===== config.mk =====
export PLATFORM = sky130hd
export DESIGN_NAME = uart_rx_flat
export DESIGN_NICKNAME = d
export VERILOG_FILES = /design/src/rtl/uart_rx_if.sv /design/src/rtl/uart_rx.sv /design/src/flat_wrapper.sv
export SDC_FILE = /design/constraint.sdc
export NUM_CORES = 1
export LEC_CHECK = 0
export CAP_MARGIN = 20
export CORE_UTILIZATION = 40
export CTS_CLUSTER_DIAMETER = 30
export CTS_CLUSTER_SIZE = 16
export DETAILED_ROUTE_END_ITERATION = 7
export PLACE_DENSITY = 0.64
export SLEW_MARGIN = 20
export SYNTH_ARGS = -nofsm -noshare
export SYNTH_HDL_FRONTEND = slang
export SYNTH_SLANG_ARGS = --single-unit

===== constraint.sdc =====
create_clock -name clk -period 4.1 [get_ports clk]
set_clock_uncertainty 0.15 [all_clocks]
set_input_delay 0.82 -clock clk [delete_from_list [all_inputs] [get_ports clk]]
set_output_delay 0.82 -clock clk [all_outputs]
set_load 0.005 [all_outputs]

===== src/rtl/uart_rx_if.sv =====
// Consumer-side bundle of the UART receiver: holding-register handshake plus error pulses.
interface uart_rx_if;
   logic [7:0] rx_data;
   logic       rx_valid;
   logic       rx_ready;
   logic       frame_err;
   logic       overrun;

   modport master (
      output rx_data,
      output rx_valid,
      output frame_err,
      output overrun,
      input  rx_ready
   );

   modport slave (
      input  rx_data,
      input  rx_valid,
      input  frame_err,
      input  overrun,
      output rx_ready
   );
endinterface


===== src/rtl/uart_rx.sv =====
// 8N1 UART receiver: two-flop synchroniser, mid-bit sampling FSM and a one-entry
// holding register read through a valid/ready handshake.
module uart_rx #(
   parameter int Clock = 50,
   parameter int Baud  = 115200
) (
   input  logic      clk,
   input  logic      rst,
   input  logic      rx,
   uart_rx_if.master bus
);

   localparam int DIV  = Clock * 1000000 / Baud;
   localparam int HALF = DIV / 2;
   localparam int CW   = (DIV > 1) ? $clog2(DIV) : 1;

   typedef enum logic [1:0] {IDLE, START, DATA, STOP} state_t;

   logic          rx_meta;
   logic          rx_s;
   state_t        state_q;
   state_t        state_d;
   logic [CW-1:0] bit_q;
   logic [CW-1:0] bit_d;
   logic [2:0]    idx_q;
   logic [2:0]    idx_d;
   logic [7:0]    shift_q;
   logic [7:0]    shift_d;
   logic          done;
   logic          bad_stop;
   logic [7:0]    data_q;
   logic          valid_q;
   logic          ferr_q;
   logic          ovr_q;

   // Synchroniser idles high so reset never looks like a start bit by itself.
   always_ff @(posedge clk) begin
      if (rst) begin
         rx_meta <= 1'b1;
         rx_s    <= 1'b1;
      end else begin
         rx_meta <= rx;
         rx_s    <= rx_meta;
      end
   end

   always_ff @(posedge clk) begin
      if (rst) begin
         state_q <= IDLE;
         bit_q   <= '0;
         idx_q   <= '0;
         shift_q <= '0;
      end else begin
         state_q <= state_d;
         bit_q   <= bit_d;
         idx_q   <= idx_d;
         shift_q <= shift_d;
      end
   end

   always_comb begin
      state_d  = state_q;
      bit_d    = bit_q + CW'(1);
      idx_d    = idx_q;
      shift_d  = shift_q;
      done     = 1'b0;
      bad_stop = 1'b0;
      case (state_q)
         IDLE: begin
            bit_d = '0;
            if (!rx_s) state_d = START;
         end
         START: begin
            if (bit_q == CW'(HALF - 1)) begin
               bit_d   = '0;
               idx_d   = '0;
               state_d = rx_s ? IDLE : DATA;
            end
         end
         DATA: begin
            if (bit_q == CW'(DIV - 1)) begin
               bit_d   = '0;
               shift_d = {rx_s, shift_q[7:1]};
               idx_d   = idx_q + 3'd1;
               if (idx_q == 3'd7) state_d = STOP;
            end
         end
         STOP: begin
            // Leaving at mid-stop-bit leaves half a bit of slack for the next start edge.
            if (bit_q == CW'(DIV - 1)) begin
               bit_d    = '0;
               state_d  = IDLE;
               done     = rx_s;
               bad_stop = !rx_s;
            end
         end
         default: state_d = IDLE;
      endcase
   end

   // A completing byte may replace the held one only if the consumer takes it in the same cycle.
   always_ff @(posedge clk) begin
      if (rst) begin
         data_q  <= '0;
         valid_q <= 1'b0;
         ferr_q  <= 1'b0;
         ovr_q   <= 1'b0;
      end else begin
         ferr_q <= bad_stop;
         ovr_q  <= 1'b0;
         if (done) begin
            if (!valid_q || bus.rx_ready) begin
               data_q  <= shift_q;
               valid_q <= 1'b1;
            end else begin
               ovr_q <= 1'b1;
            end
         end else if (valid_q && bus.rx_ready) begin
            valid_q <= 1'b0;
         end
      end
   end

   assign bus.rx_data   = data_q;
   assign bus.rx_valid  = valid_q;
   assign bus.frame_err = ferr_q;
   assign bus.overrun   = ovr_q;

endmodule


===== src/flat_wrapper.sv =====
// flat-port wrapper written by rule: the top's interface ports become plain ports
module uart_rx_flat 
#(
   parameter int Clock = 50,
   parameter int Baud  = 115200
)
  (clk, rst, rx, bus_rx_data, bus_rx_valid, bus_frame_err, bus_overrun, bus_rx_ready);
  uart_rx_if bus_i ();
  input  logic clk;
  input  logic rst;
  input  logic rx;
  output wire logic [$bits(bus_i.rx_data)-1:0] bus_rx_data;
  output wire logic [$bits(bus_i.rx_valid)-1:0] bus_rx_valid;
  output wire logic [$bits(bus_i.frame_err)-1:0] bus_frame_err;
  output wire logic [$bits(bus_i.overrun)-1:0] bus_overrun;
  input wire logic [$bits(bus_i.rx_ready)-1:0] bus_rx_ready;
  assign bus_rx_data = bus_i.rx_data;
  assign bus_rx_valid = bus_i.rx_valid;
  assign bus_frame_err = bus_i.frame_err;
  assign bus_overrun = bus_i.overrun;
  assign bus_i.rx_ready = bus_rx_ready;
  uart_rx #(.Clock(Clock), .Baud(Baud)) u_core (.clk(clk), .rst(rst), .rx(rx), .bus(bus_i));
endmodule

==> Word level (Yosys, flattened, before mapping) <==
Cells that the tools add are included.
{ "op_classes": {"n_mux": 19, "div": 0, "magnitude_cmp": 0, "eq_ne": 12, "n_shift": 0, "reduce_logical": 15, "bitwise": 3, "n_addsub": 2, "n_mul": 0} }
{ "ops": {"columns": ["operator", "n"], "rows": [
  ["9-bit case mux with 3 select lines", 1],
  ["9-bit 2-to-1 mux", 2],
  ["2-bit 2-to-1 mux", 6],
  ["9-bit by 1-bit adder with 9-bit output (second input constant)", 1],
  ["9-bit by 8-bit equality test with 1-bit output (second input constant)", 1],
  ["9-bit equality test (second input constant)", 1],
  ["2-bit by 1-bit inequality test with 1-bit output (second input constant)", 4],
  ["2-bit case mux with 4 select lines", 1],
  ["1-bit 2-to-1 mux", 6],
  ["3-bit 2-to-1 mux", 2],
  ["3-bit case mux with 2 select lines", 1],
  ["2-bit AND reduction", 3],
  ["5-bit AND reduction", 1],
  ["2-bit equality test (second input constant)", 2],
  ["2-bit inequality test (second input constant)", 2],
  ["2-bit nonzero test", 2],
  ["2-bit OR reduction", 2],
  ["3-bit by 1-bit adder with 3-bit output (second input constant)", 1],
  ["3-bit equality test (second input constant)", 1],
  ["1-bit inverter", 3],
  ["3-bit AND reduction", 1],
  ["3-bit OR reduction", 1],
  ["2-bit by 1-bit equality test with 1-bit output (second input constant)", 1],
  ["1-bit logical NOT", 2],
  ["3 further kinds", 3]
]} }
{ "word_totals": {"mem_bits_rw": 0, "latchBits": 0, "memories": 0, "register_bits": 35, "word_cells": 61, "output_inout_bits": 11, "romBits": 0, "in_bits": 4} }

==> Logic depth before layout (Yosys ltp) <==
Gate-level depths: netlist of run 1.
{ "depth": {"word_depth": 5, "depth_mapped": 7, "depth_no_buf": 6} }

==> Least setup slack after synthesis of run 1 <==
No wires, ideal clock.
{ "synth_path": {"path_kind": "input to register", "start": "in bus_rx_ready", "end": "reg u_core.data_q[0] (netlist: u_core.bus.rx_data[0])", "path_slack_ns": 2.234, "t_required_ns": 3.822, "t_arrival_ns": 1.588, "path_buffers": 1, "setup_time_ns": 0.128, "path_stages": 5, "cell_sequence": "nand2b_1 > nor4b_1 > buf_4 > mux2i_1 > nor2_1"} }
{ "synth_between": {"elab_chain_len": 2} }
{ "synth_rtl": {"columns": ["element", "line", "rtl"], "rows": [
  ["start, declared", "flat_wrapper.sv:16", "input wire logic [$bits(bus_i.rx_ready)-1:0] bus_rx_ready;"],
  ["1-bit logical OR", "uart_rx.sv:112", "if (!valid_q || bus.rx_ready) begin"],
  ["2-bit AND reduction (no source line)", null, null],
  ["end signal, assigned", "uart_rx.sv:113", "data_q <= shift_q;"],
  ["end, declared", "uart_rx.sv:31", "logic [7:0] data_q;"]
]} }
No other way between the ends.
A chain may end at the register's enable or synchronous reset.

==> results.tsv, run 1 <==
stage	metric	value	unit
placed_design	placed insts	226	
global_routing	initial antenna violation count	0	
synth	#FFs+latches synth	35	
global_routing	gr ovfl total	0	
synth	sequential area share after synthesis	45.2	%
cells_and_area	layout cells sized above 1	6.99	%
clock_network	CTS Buf Count	5	
detailed_routing	vias	1215	
clock_network	Clock Tree Buf Depth	2	
timing	Final Hold Fails	0	
cells_and_area	fill count	343	
detailed_routing	DRT iter0 DRCs	53	
synth	Mapped Avg Cell Area	9.17	um2
synth	Async SR Flop Fraction	0	%
synth	post-synth net total	183	
clock_network	TritonCTS clock tree	built	
detailed_routing	drt pass-1 iters	4	
worst_setup_path	WS Path Type	input port to flop	
detailed_routing	drt wl/cell	12.7	um
timing	Max Fclk	409	MHz
floorplan	Ports	15	
timing	Final TNS setup	0	ps
worst_hold_path	Worst Hold Path Cells	1	
worst_setup_path	Critical Path RT	4170	ps
detailed_routing	antenna viol nets, final	0	
cells_and_area	Antenna Cells	0	
cells_and_area	fin nets	199	
synth	post-synthesis instance total	169	
floorplan	die area	0.00413	mm2
worst_hold_path	Hold Path Origin	u_core.rx_meta	
floorplan	Core ar.	0.00369	mm2
power	Leak	0.000635	uW
cells_and_area	final core utilization	50.2	%
power	Tot Pwr	703	uW
worst_hold_path	Min-Delay Path Class	flop to flop	
timing	Slew @ Worst Pin	922	ps
cells_and_area	Area growth syn-to-layout	19.6	%
detailed_routing	WL final	2960	um
detailed_routing	Via density	5.19	
worst_setup_path	crit path DAT	2520	ps
worst_setup_path	Setup crit end kind	flop	
clock_network	H-tree levels	2	
power	IR drop worst, VDD	0.166	mV
worst_setup_path	r2r setup slk	2020	ps
clock_network	cts hold-fix bufs	0	
placed_design	RePlAce Congestion	0.748	
power	power per cell area	379	mW/mm2
synth	Ys Warns	0	
worst_hold_path	Hold Path Sink	u_core.rx_s	
floorplan	FP Rows	22	
timing	Setup Viol. Count Final	0	
timing	fin. max-slew vios	0	
floorplan	Initial Utilization	42.0	%
global_routing	first-pass GRT wire length	5240	um
floorplan	die height	64.2	um
timing	post-layout min period	2450	ps
timing	Rel. slew slack	38.3	%
clock_network	clock transition at the registers of the reported paths	70	ps
timing	RSZ-0062 raised after global routing	no	
synth	Post-synth EDFFs	0	
placed_design	DP HPWL	2080	um
clock_network	clk sinks	35	
placed_design	Placed Instance Area	0.00174	mm2
clock_network	clk root buf	clkbuf_8	
placed_design	PortBufs	14	
run_status	status	complete, no violations	
worst_setup_path	reg2reg start	u_core.state_q[0]	
run	max cap viols	0	
clock_network	worst skew pair latency	280	ps
clock_network	Resized Gates After CTS	0	
worst_setup_path	cells on worst reg2reg path	5	
synth	Post-Syn Area	0.00155	mm2
synth	Top FF cell, synth	dfxtp_1	
global_routing	largest net degree at the start of global routing	28	
timing	final worst path period share	59.7	%
global_routing	Total GRT Usage	16.8	%
cells_and_area	Post-Layout Cell Count	234	
synth	Yosys cell types	34	
cells_and_area	post-route cell area	0.00185	mm2
worst_setup_path	crit path max fanout	27	
worst_setup_path	worst r2r dst	u_core.bit_q[2]	
clock_network	post-CTS setup buffers	0	
global_routing	vias in the first global route	1226	
worst_setup_path	kind of start point of the critical path	input port	
floorplan	Die Wd	64.2	um
detailed_routing	DRC	0	
cells by family (layout without fill, tap and decap cells):
| group | after synthesis | after routing | synth area share, % |
|---|---|---|---|
| simple gates | 69 | 69 | 22.9 |
| flops | 35 | 35 | 45.2 |
| compound gates | 24 | 24 | 9.61 |
| mux | 10 | 10 | 6.46 |
| buf+inv | 14 | 31 | 3.72 |
| fa+ha+maj | 10 | 10 | 8.08 |
| xor+xnor | 7 | 7 | 3.96 |
sequential cells by signal, indices dropped and copies added, names as in the netlist, named ones only:
register	cells
u_core.idx_q	3
u_core.bit_q	9
u_core.bus.rx_valid	1
u_core.bus.frame_err	1
u_core.rx_meta	1
u_core.bus.overrun	1
u_core.bus.rx_data	8
u_core.rx_s	1
u_core.state_q	1
u_core.shift_q	8
critical path: stages:
cell and delay [ps]:
clkdlybuf4s50_1 880, a311o_1 670, nor2_1 140
cell usage in the layout, fill, tap and decap left out, types with 3 or more instances in the layout:
master,Yosys,final
xnor2_1,3,3
clkdlybuf4s50_1,0,14
mux2i_1,10,10
nand4_1,3,3
xor2_1,4,4
a21oi_1,12,12
dfxtp_1,35,35
nor2_1,23,23
nand2_1,14,14
nand3_1,11,11
clkbuf_8,0,6
o31ai_1,3,3
ha_1,10,10
inv_1,8,8
stage by stage:
stage	worst slack [ps]	hold slack, ps
after detailed placement	1350	262
after floorplan	2230	239
after global routing	1510	295
final	1650	270
after global placement	1400	253
after CTS	1630	277
area by class of cell:
| cell class | instances | area (um2) | share of cell area (%) |
|---|---|---|---|
| clock inverter | 2 | 35.0 | 1.89 |
| multi-input combinational | 120 | 797 | 43.0 |
| inverter | 8 | 30.0 | 1.62 |
| clock buffer | 6 | 82.6 | 4.46 |
| timing repair buffer | 15 | 148 | 7.97 |
| tap | 48 | 60.1 | 3.24 |
| sequential | 35 | 701 | 37.8 |
worst max-delay path by stage:
stage	from	end	slack, ps
after floorplan	bus_rx_ready	u_core.bus.rx_data[0]	2230
after detailed placement	rst	u_core.bit_q[2]	1350
after global routing	rst	u_core.bit_q[2]	1510
after global placement	rst	u_core.bit_q[5]	1400
after CTS	rst	u_core.bit_q[2]	1630
final	rst	u_core.bit_q[2]	1650
synth_stat cells (2+ instances only):
library cell | number | area, um2
inv_1 | 8 | 30.0
nor2_1 | 23 | 86.3
or2_2 | 2 | 12.5
nand2b_1 | 2 | 12.5
nand4b_1 | 2 | 17.5
nand2_1 | 14 | 52.6
nor3_1 | 2 | 10.0
dfxtp_1 | 35 | 701
clkbuf_1 | 4 | 15.0
and3_1 | 2 | 12.5
o21ai_1 | 2 | 10.0
o31ai_1 | 3 | 22.5
xor2_1 | 4 | 35.0
xnor2_1 | 3 | 26.3
nand4_1 | 3 | 18.8
or4_1 | 2 | 15.0
ha_1 | 10 | 125
nand4bb_1 | 2 | 22.5
a21oi_1 | 12 | 60.1
nand3_1 | 11 | 55.1
mux2i_1 | 10 | 100
report_power, final:
part / switching [uW] / leakage [uW] / internal (uW)
combinational: 23.3 / 0.000291 / 15.5
sequential: 3.53 / 0.000282 / 343
clock: 121 / 0.0000612 / 197
metal layers:
| layer | wire (um) | vias to the layer above | part of all wire [%] | GRT usage, % |
|---|---|---|---|---|
| met1 | 1380 | 561 | 47 | 18.9 |
| met4 | 44 | 0 | 1.5 | 9.72 |
| met5 | 0 | - | 0 | 0 |
| met2 | 1410 | 28 | 48 | 28.2 |
| li1 | - | 618 | - | - |
| met3 | 124 | 8 | 4.2 | 4.82 |
(Power assumes the default switching activity.)
==> run 2, diff against run 1 <==
==> constraint.sdc (replaced) <==
create_clock -name clk -period 2.5 [get_ports clk]
set_clock_uncertainty 0.15 [all_clocks]
set_input_delay 0.5 -clock clk [delete_from_list [all_inputs] [get_ports clk]]
set_output_delay 0.5 -clock clk [all_outputs]
set_load 0.005 [all_outputs]
==> run 2 against run 1 <==
Against the previous run: combinational power is 79% higher; first-iteration DRC count is 7.5% higher; global-route usage is 1.3 points lower; routed wire length is 1.4% lower; final area is 1.8% higher; non-clock buffer count is 2 higher; sequential cell count stayed put; critical path depth is 2 higher; via count is 0.16% lower; register-to-register slack worse by 1600 ps.
==> results.tsv, run 2 (synthesized netlist as in run 1, its figures left out) <==
stage	metric	value	unit
run_status	status	complete, no violations	
clock_network	clk root buf	clkbuf_8	
clock_network	post-CTS setup buffers	0	
power	clock share of power	48.9	%
power	Tot Pwr	1250	uW
floorplan	die height	64.2	um
timing	post-layout min period	2100	ps
worst_setup_path	cells on worst reg2reg path	5	
detailed_routing	DRT iter0 DRCs	57	
timing	Final TNS setup	0	ps
cells_and_area	Reg with most FFs	u_core.bit_q	
global_routing	first-pass GRT wire length	4840	um
power	Internal	990	uW
power	NetSw	259	uW
timing	Slew @ Worst Pin	572	ps
worst_setup_path	crit path max fanout	15	
power	Comb pwr share	5.6	%
worst_setup_path	CP max stage delay	500	ps
floorplan	Die Wd	64.2	um
floorplan	Ports	15	
timing	RSZ-0062 raised after global routing	no	
detailed_routing	DRC	0	
detailed_routing	antenna viol nets, final	0	
worst_setup_path	kind of start point of the critical path	flop	
detailed_routing	drt wl/cell	12.4	um
clock_network	clock transition at the registers of the reported paths	70	ps
detailed_routing	Via density	5.14	
clock_network	worst skew pair latency	290	ps
worst_setup_path	r2r setup slk	400	ps
worst_setup_path	Critical Path RT	2570	ps
worst_hold_path	Worst Hold Path Cells	1	
floorplan	Initial Utilization	42.0	%
cells_and_area	fin nets	201	
timing	Max Fclk	476	MHz
detailed_routing	drt pass-1 iters	4	
timing	final worst path period share	84.1	%
placed_design	RePlAce Congestion	0.887	
timing	Final Hold Fails	0	
cells_and_area	final core utilization	51.2	%
worst_setup_path	worst setup path end	u_core.bit_q[8]	
cells_and_area	max FFs per register	9	
cells_and_area	commonest non-fill, non-tap cell in the layout	dfxtp_1	
worst_setup_path	Critical Path Source	u_core.state_q[0]	
placed_design	PortBufs	14	
worst_setup_path	crit path DAT	2180	ps
cells_and_area	layout cells sized above 1	7.98	%
timing	Setup Viol. Count Final	0	
cells_and_area	Area growth syn-to-layout	21.8	%
global_routing	largest net degree at the start of global routing	27	
power	power per cell area	662	mW/mm2
clock_network	clk sinks	35	
worst_setup_path	reg2reg start	u_core.state_q[0]	
floorplan	FP Rows	22	
global_routing	initial antenna violation count	0	
floorplan	Core ar.	0.00369	mm2
timing	Rel. slew slack	61.7	%
clock_network	TritonCTS clock tree	built	
clock_network	cts hold-fix bufs	0	
worst_setup_path	CP bufs+invs	1	
global_routing	vias in the first global route	1099	
worst_setup_path	worst r2r dst	u_core.bit_q[8]	
worst_hold_path	Min-Delay Path Class	flop to flop	
cells_and_area	Antenna Cells	0	
clock_network	Resized Gates After CTS	0	
power	sequential share of power	45.5	%
worst_setup_path	Setup crit end kind	flop	
worst_setup_path	WS Path Type	flop to flop	
power	Leak	0.000647	uW
clock_network	CTS Buf Count	5	
run	max cap viols	0	
power	Net Sw Frac	20.7	%
global_routing	Total GRT Usage	15.5	%
cells_and_area	most frequent cells in the layout	dfxtp_1 (35), nor2_1 (23), nand2_1 (14), clkdlybuf4s50_1 (14), a21oi_1 (12)	
timing	fin. max-slew vios	0	
global_routing	gr ovfl total	0	
clock_network	H-tree levels	2	
worst_setup_path	Largest delay share family, worst path	compound AO/OA/AOI/OAI gates	
floorplan	die area	0.00413	mm2
detailed_routing	WL final	2920	um
worst_setup_path	Crit-path slowest cell	ha_1	
detailed_routing	vias	1213	
worst_setup_path	CP Depth	5	
placed_design	DP HPWL	2050	um
power	IR drop worst, VDD	0.310	mV
worst_setup_path	crit-path cells	inv_1 -> ha_1 -> o21ai_1 -> a311o_1 -> nor2_1	
clock_network	Clock Tree Buf Depth	2	
==> run 2: cell types whose count changed in the layout (fill, tap and decap cells not counted) <==
| cell | before | now |
|---|---|---|
| clkinv_2 | 1 | 0 |
| clkbuf_8 | 6 | 5 |
| clkinvlp_4 | 0 | 1 |
| bufinv_16 | 1 | 2 |
| buf_4 | 1 | 3 |
==> run 2: worst register-to-register path: stages, from the launching register on <==
cell	delay [ps]
dfxtp_1	350
inv_1	130
ha_1	500
o21ai_1	250
a311o_1	500
nor2_1	150
==> run 2: worst min path at each step <==
stage,startpoint,endpoint,slack (ps)
detailed placement,u_core.rx_meta,u_core.rx_s,260
finish,u_core.rx_meta,u_core.rx_s,280
floorplan,u_core.rx_meta,u_core.rx_s,240
global route,u_core.rx_meta,u_core.rx_s,280
global placement,u_core.rx_meta,u_core.rx_s,250
CTS,u_core.rx_meta,u_core.rx_s,280
==> run 2: per-layer routing <==
layer | part of all wire [%] | wire (um) | vias up | global-route usage [%]
met3 | 4.7 | 137 | 8 | 5.54
met2 | 46 | 1360 | 28 | 24.9
li1 | - | - | 623 | -
met5 | 0 | 0 | - | 0
met1 | 47 | 1370 | 554 | 18.1
met4 | 1.8 | 53 | 0 | 8.06
==> run 2: per-stage QoR <==
step                std cells  setup slack, ps  cell area [um2]  hold WS, ps
floorplan                 169              778             1550          239
global placement          228              454             1750          252
detailed placement        228              416             1750          258
CTS                       236              391             1890          278
global route              236              243             1890          283
finish                    236              398             1890          278
==> run 2: power groups by stage <==
stage | combinational [uW] | sequential, uW | clock (uW)
after floorplan | 47.5 | 579 | 0
after global placement | 65.6 | 580 | 0
after detailed placement | 67.8 | 581 | 0
after CTS | 68.4 | 568 | 625
after global routing | 76.8 | 568 | 651
final | 69.4 | 568 | 611
==> run 2: layout make-up <==
cell class                      instances  area [um2]
Multi-Input combinational cell        120         797
Clock buffer                            5        68.8
Clock inverter                          3        67.6
Sequential cell                        35         701
Fill cell                             335        1800
Timing Repair Buffer                   17         163
Inverter                                8        30.0
Tap cell                               48        60.1
